## config.mk

```make
export PLATFORM = sky130hd
export DESIGN_NAME = btn_mode_select
export DESIGN_NICKNAME = d
export VERILOG_FILES = /design/src/rtl/btn_mode_select.sv
export SDC_FILE = /design/constraint.sdc
export NUM_CORES = 1
export LEC_CHECK = 0
export CELL_PAD_IN_SITES_DETAIL_PLACEMENT = 0
export CELL_PAD_IN_SITES_GLOBAL_PLACEMENT = 1
export CORE_ASPECT_RATIO = 0.9
export CORE_MARGIN = 5
export CORE_UTILIZATION = 40
export CTS_BUF_LIST = sky130_fd_sc_hd__clkbuf_8
export CTS_CLUSTER_SIZE = 14
export DETAILED_ROUTE_END_ITERATION = 16
export PLACE_DENSITY_LB_ADDON = 0.1
export SLEW_MARGIN = 30
export SYNTH_ARGS = -nofsm -noshare
export SYNTH_HDL_FRONTEND = slang
export SYNTH_SLANG_ARGS = --single-unit
```

## constraint.sdc

```tcl
create_clock -name clk -period 4.6 [get_ports clk]
set_clock_uncertainty 0.1 [all_clocks]
set_input_delay 0.69 -clock clk [delete_from_list [all_inputs] [get_ports clk]]
set_output_delay 0.69 -clock clk [all_outputs]
set_load 0.02 [all_outputs]
```

## src/rtl/btn_mode_select.sv

```systemverilog
// Debounced up/down buttons stepping a 2-bit speed mode for the downstream clock divider.
// Optional MODE_WRAP_EN: wrap 3->0 / 0->3 instead of saturating at the ends.
module btn_mode_select #(
  parameter int DEBOUNCE_CYCLES = 1_000_000,  // >= 2
  parameter int CNT_W           = 20          // 2**CNT_W > DEBOUNCE_CYCLES
) (
  input  logic       clk,
  input  logic       rst_n,
  input  logic       btn_up,
  input  logic       btn_down,
  output logic [1:0] mode,
  output logic       mode_changed
);

  localparam logic [CNT_W-1:0] CNT_LAST = CNT_W'(DEBOUNCE_CYCLES - 1);

  // Bit 0 is the up channel, bit 1 the down channel.
  logic [1:0]       raw;
  logic [1:0]       s1;
  logic [1:0]       s2;
  logic [1:0]       st;
  logic [1:0]       st_d;
  logic [CNT_W-1:0] cnt [2];
  logic [1:0]       press;
  logic [1:0]       mode_next;

  assign raw = {btn_down, btn_up};

  always_ff @(posedge clk or negedge rst_n) begin
    if (!rst_n) begin
      s1     <= '0;
      s2     <= '0;
      st     <= '0;
      st_d   <= '0;
      cnt[0] <= '0;
      cnt[1] <= '0;
    end else begin
      s1   <= raw;
      s2   <= s1;
      st_d <= st;
      for (int i = 0; i < 2; i++) begin
        if (s2[i] == st[i]) begin
          cnt[i] <= '0;
        end else if (cnt[i] == CNT_LAST) begin
          st[i]  <= s2[i];
          cnt[i] <= '0;
        end else begin
          cnt[i] <= cnt[i] + 1'b1;
        end
      end
    end
  end

  // Only accepted rising levels act; releases are ignored.
  assign press = st & ~st_d;

  always_comb begin
    mode_next = mode;
    if (press == 2'b01) begin
`ifdef MODE_WRAP_EN
      mode_next = mode + 2'd1;
`else
      if (mode != 2'd3) mode_next = mode + 2'd1;
`endif
    end else if (press == 2'b10) begin
`ifdef MODE_WRAP_EN
      mode_next = mode - 2'd1;
`else
      if (mode != 2'd0) mode_next = mode - 2'd1;
`endif
    end
  end

  always_ff @(posedge clk or negedge rst_n) begin
    if (!rst_n) begin
      mode         <= 2'd0;
      mode_changed <= 1'b0;
    end else begin
      mode         <= mode_next;
      mode_changed <= (mode_next != mode);
    end
  end

endmodule
```

# Yosys cells after proc, flatten, opt, wreduce, memory -nomap -nowiden
# Cells that the tools add are included.
# word_totals
register_bits	51
latch_bits	0
ramBits	0
mem_bits_ro	0
inputBits	4
output_inout_bits	3
elab_cells	36
n_memories	0
# classes
add_sub_neg	4
n_mul	0
div	0
magnitude_cmp	0
n_eq_ne	8
n_shift	0
mux	8
bitwise_logic	4
reduce_logical	3
# ops
cell	n
$mux W20	4
$add A20 B1 Y20 const B	2
$eq A20 B20 Y1 const B	2
$mux W2	4
$reduce_and A2 Y1	2
$add A2 B1 Y2 const B	1
$and A2 B2 Y2	1
$eq A1 B1 Y1	2
$eq A2 B1 Y1 const B	1
$eq A2 B2 Y1 const B	1
$ne A2 B2 Y1	1
$ne A2 B2 Y1 const B	1
$not A1 Y1	2
$not A2 Y2	1
$reduce_bool A2 Y1	1
$sub A2 B1 Y2 const B	1

# Longest topological paths before layout
# Gate-level depths: netlist (run 1).
# depth
ltp_word	6
depth_mapped	6
mapped_depth_nobuf	5

# Worst setup path after synthesis (run 1)
# No wires, ideal clock.
# synth_path
path_type	reg2reg
from	reg cnt[0] (netlist bit)
to	reg st[1]
arrival_ps	1643
required_time_ps	4373
slack_ps	2729
path_stages_with_launch	6
n_path_buf	0
synth_period_minus_slack_ps	1871
cell_sequence	dfrtp_1 -> ha_1 -> nand2_1 -> or2_2 -> or3_1 -> mux2_1
# synth_between
elab_chain_len	2
# synth_rtl
element	line_no	source
from (decl)	23	logic [CNT_W-1:0] cnt [2];
from (signal, indexed assignment)	48	cnt[i] <= cnt[i] + 1'b1;
$eq A20 B20 Y1	44	end else if (cnt[i] == CNT_LAST) begin
$reduce_and A2 Y1 (no line)	n/a	
to (signal, indexed assignment)	45	st[i] <= s2[i];
to (decl)	21	logic [1:0] st;
# No other way between the ends.
# A chain may end at the register's enable or synchronous reset.

# Final worst setup path (run 1)
# layout_path
from	reg cnt[20] (netlist bit)
to	reg cnt[37] (netlist bit)
# layout_between
elab_chain_len	3
elab_cells_between_ends	4
# layout_rtl
element	line_no	source
$add A20 B1 Y20 or $eq A20 B20 Y1 (tied branches)	48, 44	
$mux W20 *	44	
$mux W20 *	42	if (s2[i] == st[i]) begin
# Mark *: on every way between the ends. The rest lies on a longest branch, timed or not.

==> flow_summary_export.csv, run 1 <==
group,metric,value,unit
floorplanning,ioPinCount,7,
setup_path,r2r-start,"cnt[20]",
floorplanning,rows,27,
synthesis,synth_top_family_by_area,"simple AND/OR/NAND/NOR gates",
synthesis,synthMuxAreaShare,1.744,%
setup_path,worstPathArrival,2330,ps
synthesis,synth_xor_area_share,10.06,%
setup_path,critPathMaxStageDelay,580,ps
sta,clock.fmax,445.3,MHz
sta,finalSetupTns,0,ps
placed_design,port_buffers,6,
cells_and_area,multi_input_area,1116,µm²
cells_and_area,fillers,584,
clocking,clk_pin_slew_worst_paths,90,ps
setup_path,cp-start-kind,"flip-flop",
global_route,antenna_found_initial,0,
clocking,cts_buffers,5,
placed_design,globalplace.congestion,0.7235,
detailed_routing,detail_route.wl_per_cell,14.87,µm
synthesis,ys_seq_area_share,52.33,%
global_route,grt_overflow_total,0,
setup_path,reg2reg_depth,6,
synthesis,yosysWarnings,0,
pwr,internal_power,0.6384,mW
cells_and_area,post_route_cells_drive_above_1_share,8.000,%
detailed_routing,ant_nets,0,
synthesis,syn_area_per_cell,10.16,µm²
synthesis,synth-simple-area-share,25.30,%
placed_design,dp_hpwl,3143,µm
synthesis,synth.ff_latch_count,51,
pwr,power.density,301.5,nW/µm²
min_path,min_path_cells,0,
global_route,grt_start_max_net_pins,52,
sta,min_period_over_period,48.82,%
clocking,cts-hold-fix-buffers,0,
cells_and_area,area.sequential,1276,µm²
synthesis,mappedNetlistArea,2439,µm²
status,outcome,"completed",
sta,whs,256.5,ps
sta,slew_violations,0,
pwr,p_seq_share,56.5,%
clocking,htreeDepth,2,
sta,finalCriticalPeriod,2246,ps
cells_and_area,fin_nets,255,
detailed_routing,drt-initial-drc-count,102,
sta,worstMarginPinSlew,809.3,ps
setup_path,cp_slowest_cell,"o31ai_2",
clocking,clock_latency,300,ps
floorplanning,die-height,84.08,µm
min_path,hold_class,"reg -> reg",
detailed_routing,drc,0,
detailed_routing,vias,1721,
setup_path,r2r_end,"cnt[37]",
floorplanning,die_w,92.31,µm
floorplanning,initial_core_util,40.55,%
synthesis,synth_compound_area_share,7.440,%
setup_path,critPathCaptureType,"flip-flop",
global_route,grt_use_total,13.80,%
clocking,clockBufferDepth,2,
synthesis,synth_fa_ha_area_share,1.026,%
min_path,min-delay-start,"s1[0]",
clocking,cts_tree,"yes",
min_path,holdPathEnd,"s2[0]",
detailed_routing,first_pass_iters,4,
setup_path,cp_max_fo,13,
synthesis,syn_nets,246,
setup_path,critical_path_class,"reg -> reg",
synthesis,yosysUniqueCellTypes,37,
job,maxCapViolations,0,
cells_and_area,syn_to_final_growth,10.57,%
global_route,grt_pass1_wl,8556,µm
cells_and_area,antenna_cells,0,
global_route,grt_pass1_vias,1673,
clocking,numClockSinks,51,
setup_path,reg2reg_slack,2350,ps
pwr,ir_drop,0.1845,mV
pwr,p_comb_share,3.3,%
pwr,p_sw_share,21.48,%
detailed_routing,totalWireLength,4787,µm
setup_path,cp.required,4690,ps
setup_path,cp_cell_sequence,"ha_1, nand2_1, or2_2, o31ai_2, buf_4, a21oi_1",
floorplanning,dieArea,7761,µm²
floorplanning,design.core.area,6013,µm²
clocking,post_cts_buffers,0,
synthesis,synth_cells,240,
sta,setup_viol_count_final,0,
sta,finalHoldViolations,0,
pwr,p_clk_share,40.1,%
sta,maxSlewHeadroom,46.05,%
detailed_routing,via_per_inst,5.345,
pwr,p_sw,0.1746,mW
clocking,cts_root_buf,"clkbuf_8",
pwr,p_leak,1.082,nW
clocking,cts_resized,0,
sta,rsz0062_at_grt,"false",
[logic make-up after synthesis]
logic type / after synthesis
AO/OA/AOI/OAI: 28
XOR/XNOR: 28
adder cells (fa/ha/maj): 2
buffers and inverters: 13
flip-flops: 51
multiplexers: 4
AND/OR/NAND/NOR: 114
[power groups by stage]
stage          sequential, mW  combinational (mW)  clock [mW]
6_report                0.460              0.0271       0.326
5_1_grt                 0.461              0.0323       0.357
4_1_cts                 0.460              0.0284       0.339
3_5_place_dp            0.468              0.0278           0
3_3_place_gp            0.468              0.0285           0
2_1_floorplan           0.467              0.0124           0
[per-stage QoR]
step | area [µm²] | utilization, % | cells | worst slack (ps) | power [mW]
3_3_place_gp | 2579 | 42.88 | 314 | 2350 | 0.4969
4_1_cts | 2696 | 44.84 | 322 | 2317 | 0.8269
3_5_place_dp | 2579 | 42.88 | 314 | 2342 | 0.4963
2_1_floorplan | 2439 | - | 240 | 2729 | 0.4795
5_1_grt | 2696 | 44.84 | 322 | 2166 | 0.8501
6_report | 2696 | 44.84 | 322 | 2354 | 0.8131
[Yosys cell counts]
master | number | area, µm²
nand3_1 | 14 | 70.07
o21bai_1 | 1 | 7.510
xor2_1 | 14 | 122.6
or3_1 | 5 | 31.28
o31ai_1 | 6 | 45.04
or4_2 | 1 | 8.760
a21oi_1 | 12 | 60.06
nor2_1 | 31 | 116.4
ha_1 | 2 | 25.02
nand4_2 | 1 | 12.51
and4_1 | 4 | 35.03
and3_1 | 5 | 31.28
nor4bb_1 | 1 | 10.01
nor3b_1 | 1 | 7.510
clkbuf_1 | 4 | 15.01
nand4_1 | 7 | 43.79
and4bb_2 | 1 | 12.51
xnor2_1 | 14 | 122.6
mux2_2 | 1 | 11.26
nor4_1 | 6 | 37.54
nand2_1 | 16 | 60.06
or4_1 | 4 | 30.03
buf_2 | 2 | 10.01
a41o_1 | 1 | 10.01
nor2b_1 | 3 | 18.77
mux2i_1 | 2 | 20.02
mux2_1 | 1 | 11.26
or2_2 | 3 | 18.77
nor3_1 | 6 | 30.03
dfrtp_1 | 51 | 1276
nor4b_1 | 1 | 8.760
o21ai_0 | 6 | 30.03
a21o_1 | 1 | 7.510
nand3b_1 | 1 | 7.510
nand4b_1 | 3 | 26.28
o31ai_4 | 1 | 21.27
inv_1 | 7 | 26.28
[worst max-delay path by stage]
stage	from	to
global placement	cnt[20]	cnt[25]
CTS	cnt[20]	cnt[37]
detailed placement	cnt[20]	cnt[35]
finish	cnt[20]	cnt[37]
floorplan	cnt[0]	st[1]
global route	cnt[20]	cnt[32]
[worst max-delay path: cells and delay by family (launching register included)]
| kind | cells | cell delay, ps |
|---|---|---|
| AND/OR/NAND/NOR | 2 | 400 |
| adder cells (fa/ha/maj) | 1 | 260 |
| buffers and inverters | 1 | 320 |
| AO/OA/AOI/OAI | 2 | 650 |
| flip-flops | 1 | 420 |
[routing by layer]
layer	up-vias	part of all wire (%)	track usage (%)	routed length (µm)
met5	-	0	0	0
met3	5	4.1	2.976	195
li1	862	-	-	-
met4	0	1.1	4.453	51
met2	27	40	17.79	1898
met1	827	55	22.27	2642
[registers in the layout, summed over array words and instances (netlist names)]
register and count:
cnt 40, mode 2, mode_changed 1, s1 2, s2 2, st 2, st_d 2
[cell type report]
cell class | count | area share (%)
Sequential cell | 51 | 47.33
Tap cell | 72 | 3.341
Inverter | 7 | 0.9745
Clock buffer | 6 | 3.063
Clock inverter | 2 | 1.299
Multi-Input combinational cell | 176 | 41.39
Timing Repair Buffer | 8 | 2.599
[cells in the final DEF (no fill, tap or decap), drive strengths merged, types with 4 or more instances in the layout]
cell           Yosys  final
nor4               6      6
nor2              31     31
inv                7      7
and3               5      5
dfrtp             51     51
clkbuf             4      6
xor2              14     14
nand4              8      8
o31ai              7      7
nand3             14     14
clkdlybuf4s50      0      5
or3                5      5
or4                5      5
a21oi             12     12
xnor2             14     14
and4               4      4
nand2             16     16
nor3               6      6
o21ai              6      6
Note: power is estimated with default switching activity, not from simulation.
==> run 2: changes to the inputs <==
- clock period: 4.6 -> 2.3 ns (I/O delays scaled with it)
==> flow_summary_export.csv, run 2 (synthesized netlist as in run 1, its figures left out) <==
group,metric,value,unit
sta,finalSetupTns,0,ps
pwr,ir_drop,0.2847,mV
clocking,clock_latency,300,ps
job,maxCapViolations,0,
floorplanning,ioPinCount,7,
cells_and_area,fin_nets,259,
global_route,grt_use_total,13.13,%
clocking,clockBufferDepth,2,
detailed_routing,detail_route.wl_per_cell,14.46,µm
detailed_routing,via_per_inst,5.368,
setup_path,critPathCaptureType,"flip-flop",
clocking,cts_tree,"yes",
floorplanning,dieArea,7761,µm²
pwr,power.density,621.4,nW/µm²
global_route,antenna_found_initial,0,
detailed_routing,drc,0,
placed_design,place_inst,317,
setup_path,cp-start-kind,"flip-flop",
sta,min_period_over_period,87.29,%
cells_and_area,layout_commonest_cell,"dfrtp_1",
setup_path,critical_path_class,"reg -> reg",
placed_design,port_buffers,6,
clocking,cts_resized,0,
placed_design,dp_hpwl,3356,µm
global_route,grt_pass1_wl,8197,µm
sta,finalCriticalPeriod,2008,ps
min_path,hold_class,"reg -> reg",
sta,maxSlewHeadroom,60.03,%
floorplanning,die_w,92.31,µm
clocking,cts_root_buf,"clkbuf_8",
detailed_routing,vias,1750,
cells_and_area,fin_cells,326,
detailed_routing,drt-initial-drc-count,78,
cells_and_area,top_register,"cnt",
clocking,numClockSinks,51,
clocking,cts_buffers,5,
status,outcome,"completed",
sta,clock.fmax,498.1,MHz
sta,rsz0062_at_grt,"false",
setup_path,cp.required,2430,ps
cells_and_area,post_route_cells_drive_above_1_share,9.055,%
pwr,p_leak,1.109,nW
setup_path,worstPathArrival,2130,ps
clocking,clk_pin_slew_worst_paths,100,ps
clocking,post_cts_buffers,0,
cells_and_area,largest_register_ff_count,40,
placed_design,globalplace.congestion,0.7622,
cells_and_area,antenna_cells,0,
sta,setup_viol_count_final,0,
pwr,total_power,1.715,mW
global_route,grt_start_max_net_pins,28,
sta,slew_violations,0,
clocking,cts-hold-fix-buffers,1,
floorplanning,die-height,84.08,µm
global_route,grt_pass1_vias,1646,
cells_and_area,syn_to_final_growth,13.19,%
sta,worstMarginPinSlew,599.5,ps
setup_path,cp_max_fo,5,
global_route,grt_overflow_total,0,
cells_and_area,final_cell_mix,"dfrtp_1 (51), nor2_1 (31), nand2_1 (16)",
clocking,htreeDepth,2,
floorplanning,initial_core_util,40.55,%
sta,finalHoldViolations,0,
detailed_routing,ant_nets,0,
floorplanning,design.core.area,6013,µm²
floorplanning,rows,27,
detailed_routing,first_pass_iters,4,
detailed_routing,totalWireLength,4714,µm
## run 2: cell count changes in the layout (fill, tap and decap cells not counted)
cell / before / now
buf_12: 0 / 1
clkinvlp_4: 0 / 1
clkbuf_8: 6 / 5
dlygate4sd3_1: 0 / 1
buf_4: 2 / 4
clkinv_2: 1 / 0
bufinv_16: 1 / 2
## run 2: final timing paths
kind | start | end | slack (ps) | cells after the start
min in group asynchronous | rst_n | cnt[34] | 490 | 2
setup reg to reg | cnt[0] | cnt[18] | 290 | 5
max in group asynchronous | rst_n | cnt[36] | 1060 | 3
hold / removal | s1[1] | s2[1] | 260 | 0
hold reg to reg | s1[1] | s2[1] | 260 | 0
setup / recovery | cnt[0] | cnt[18] | 290 | 5
## run 2: layout make-up
type / count / area (µm²)
fill: 587 / 3253
sequential: 51 / 1276
multi-input combinational: 176 / 1116
timing repair buffer: 12 / 115.1
tap: 72 / 90.09
clock buffer: 5 / 68.82
clock inverter: 3 / 67.56
inverter: 7 / 26.28
## run 2: routing by layer
metal / share of wire [%] / up-vias / global-route usage, % / wire length, µm
li1: - / 877 / - / -
met1: 55 / 847 / 20.23 / 2596
met2: 40 / 24 / 18.31 / 1907
met3: 4.0 / 2 / 3.066 / 187
met4: 0.49 / 0 / 3.239 / 23
met5: 0 / - / 0 / 0
## run 2: where the power goes
group	total, mW	switching [mW]	internal (mW)	leakage [nW]
Sequential	0.919	0.0112	0.908	0.698
Clock	0.734	0.300	0.434	0.0644
Combinational	0.0623	0.0394	0.0229	0.346
Total	1.72	0.351	1.36	1.11
## run 2: worst max-delay path, cell delays in order (launching register included)
cell and delay (ps):
dfrtp_1 390, ha_1 240, nand4_1 200, or2_2 380, or4_1 470, a21oi_1 150
## run 2: per-stage QoR
stage               setup WS (ps)  utilization (%)  hold slack, ps  area, µm²
floorplan                   429.2                -          -50.59       2439
global placement            383.4            43.47           232.5       2614
detailed placement          325.3            43.47           238.0       2614
CTS                         302.3            45.90           264.4       2760
global route                154.2            45.90           272.1       2760
finish                      292.2            45.90           263.0       2760
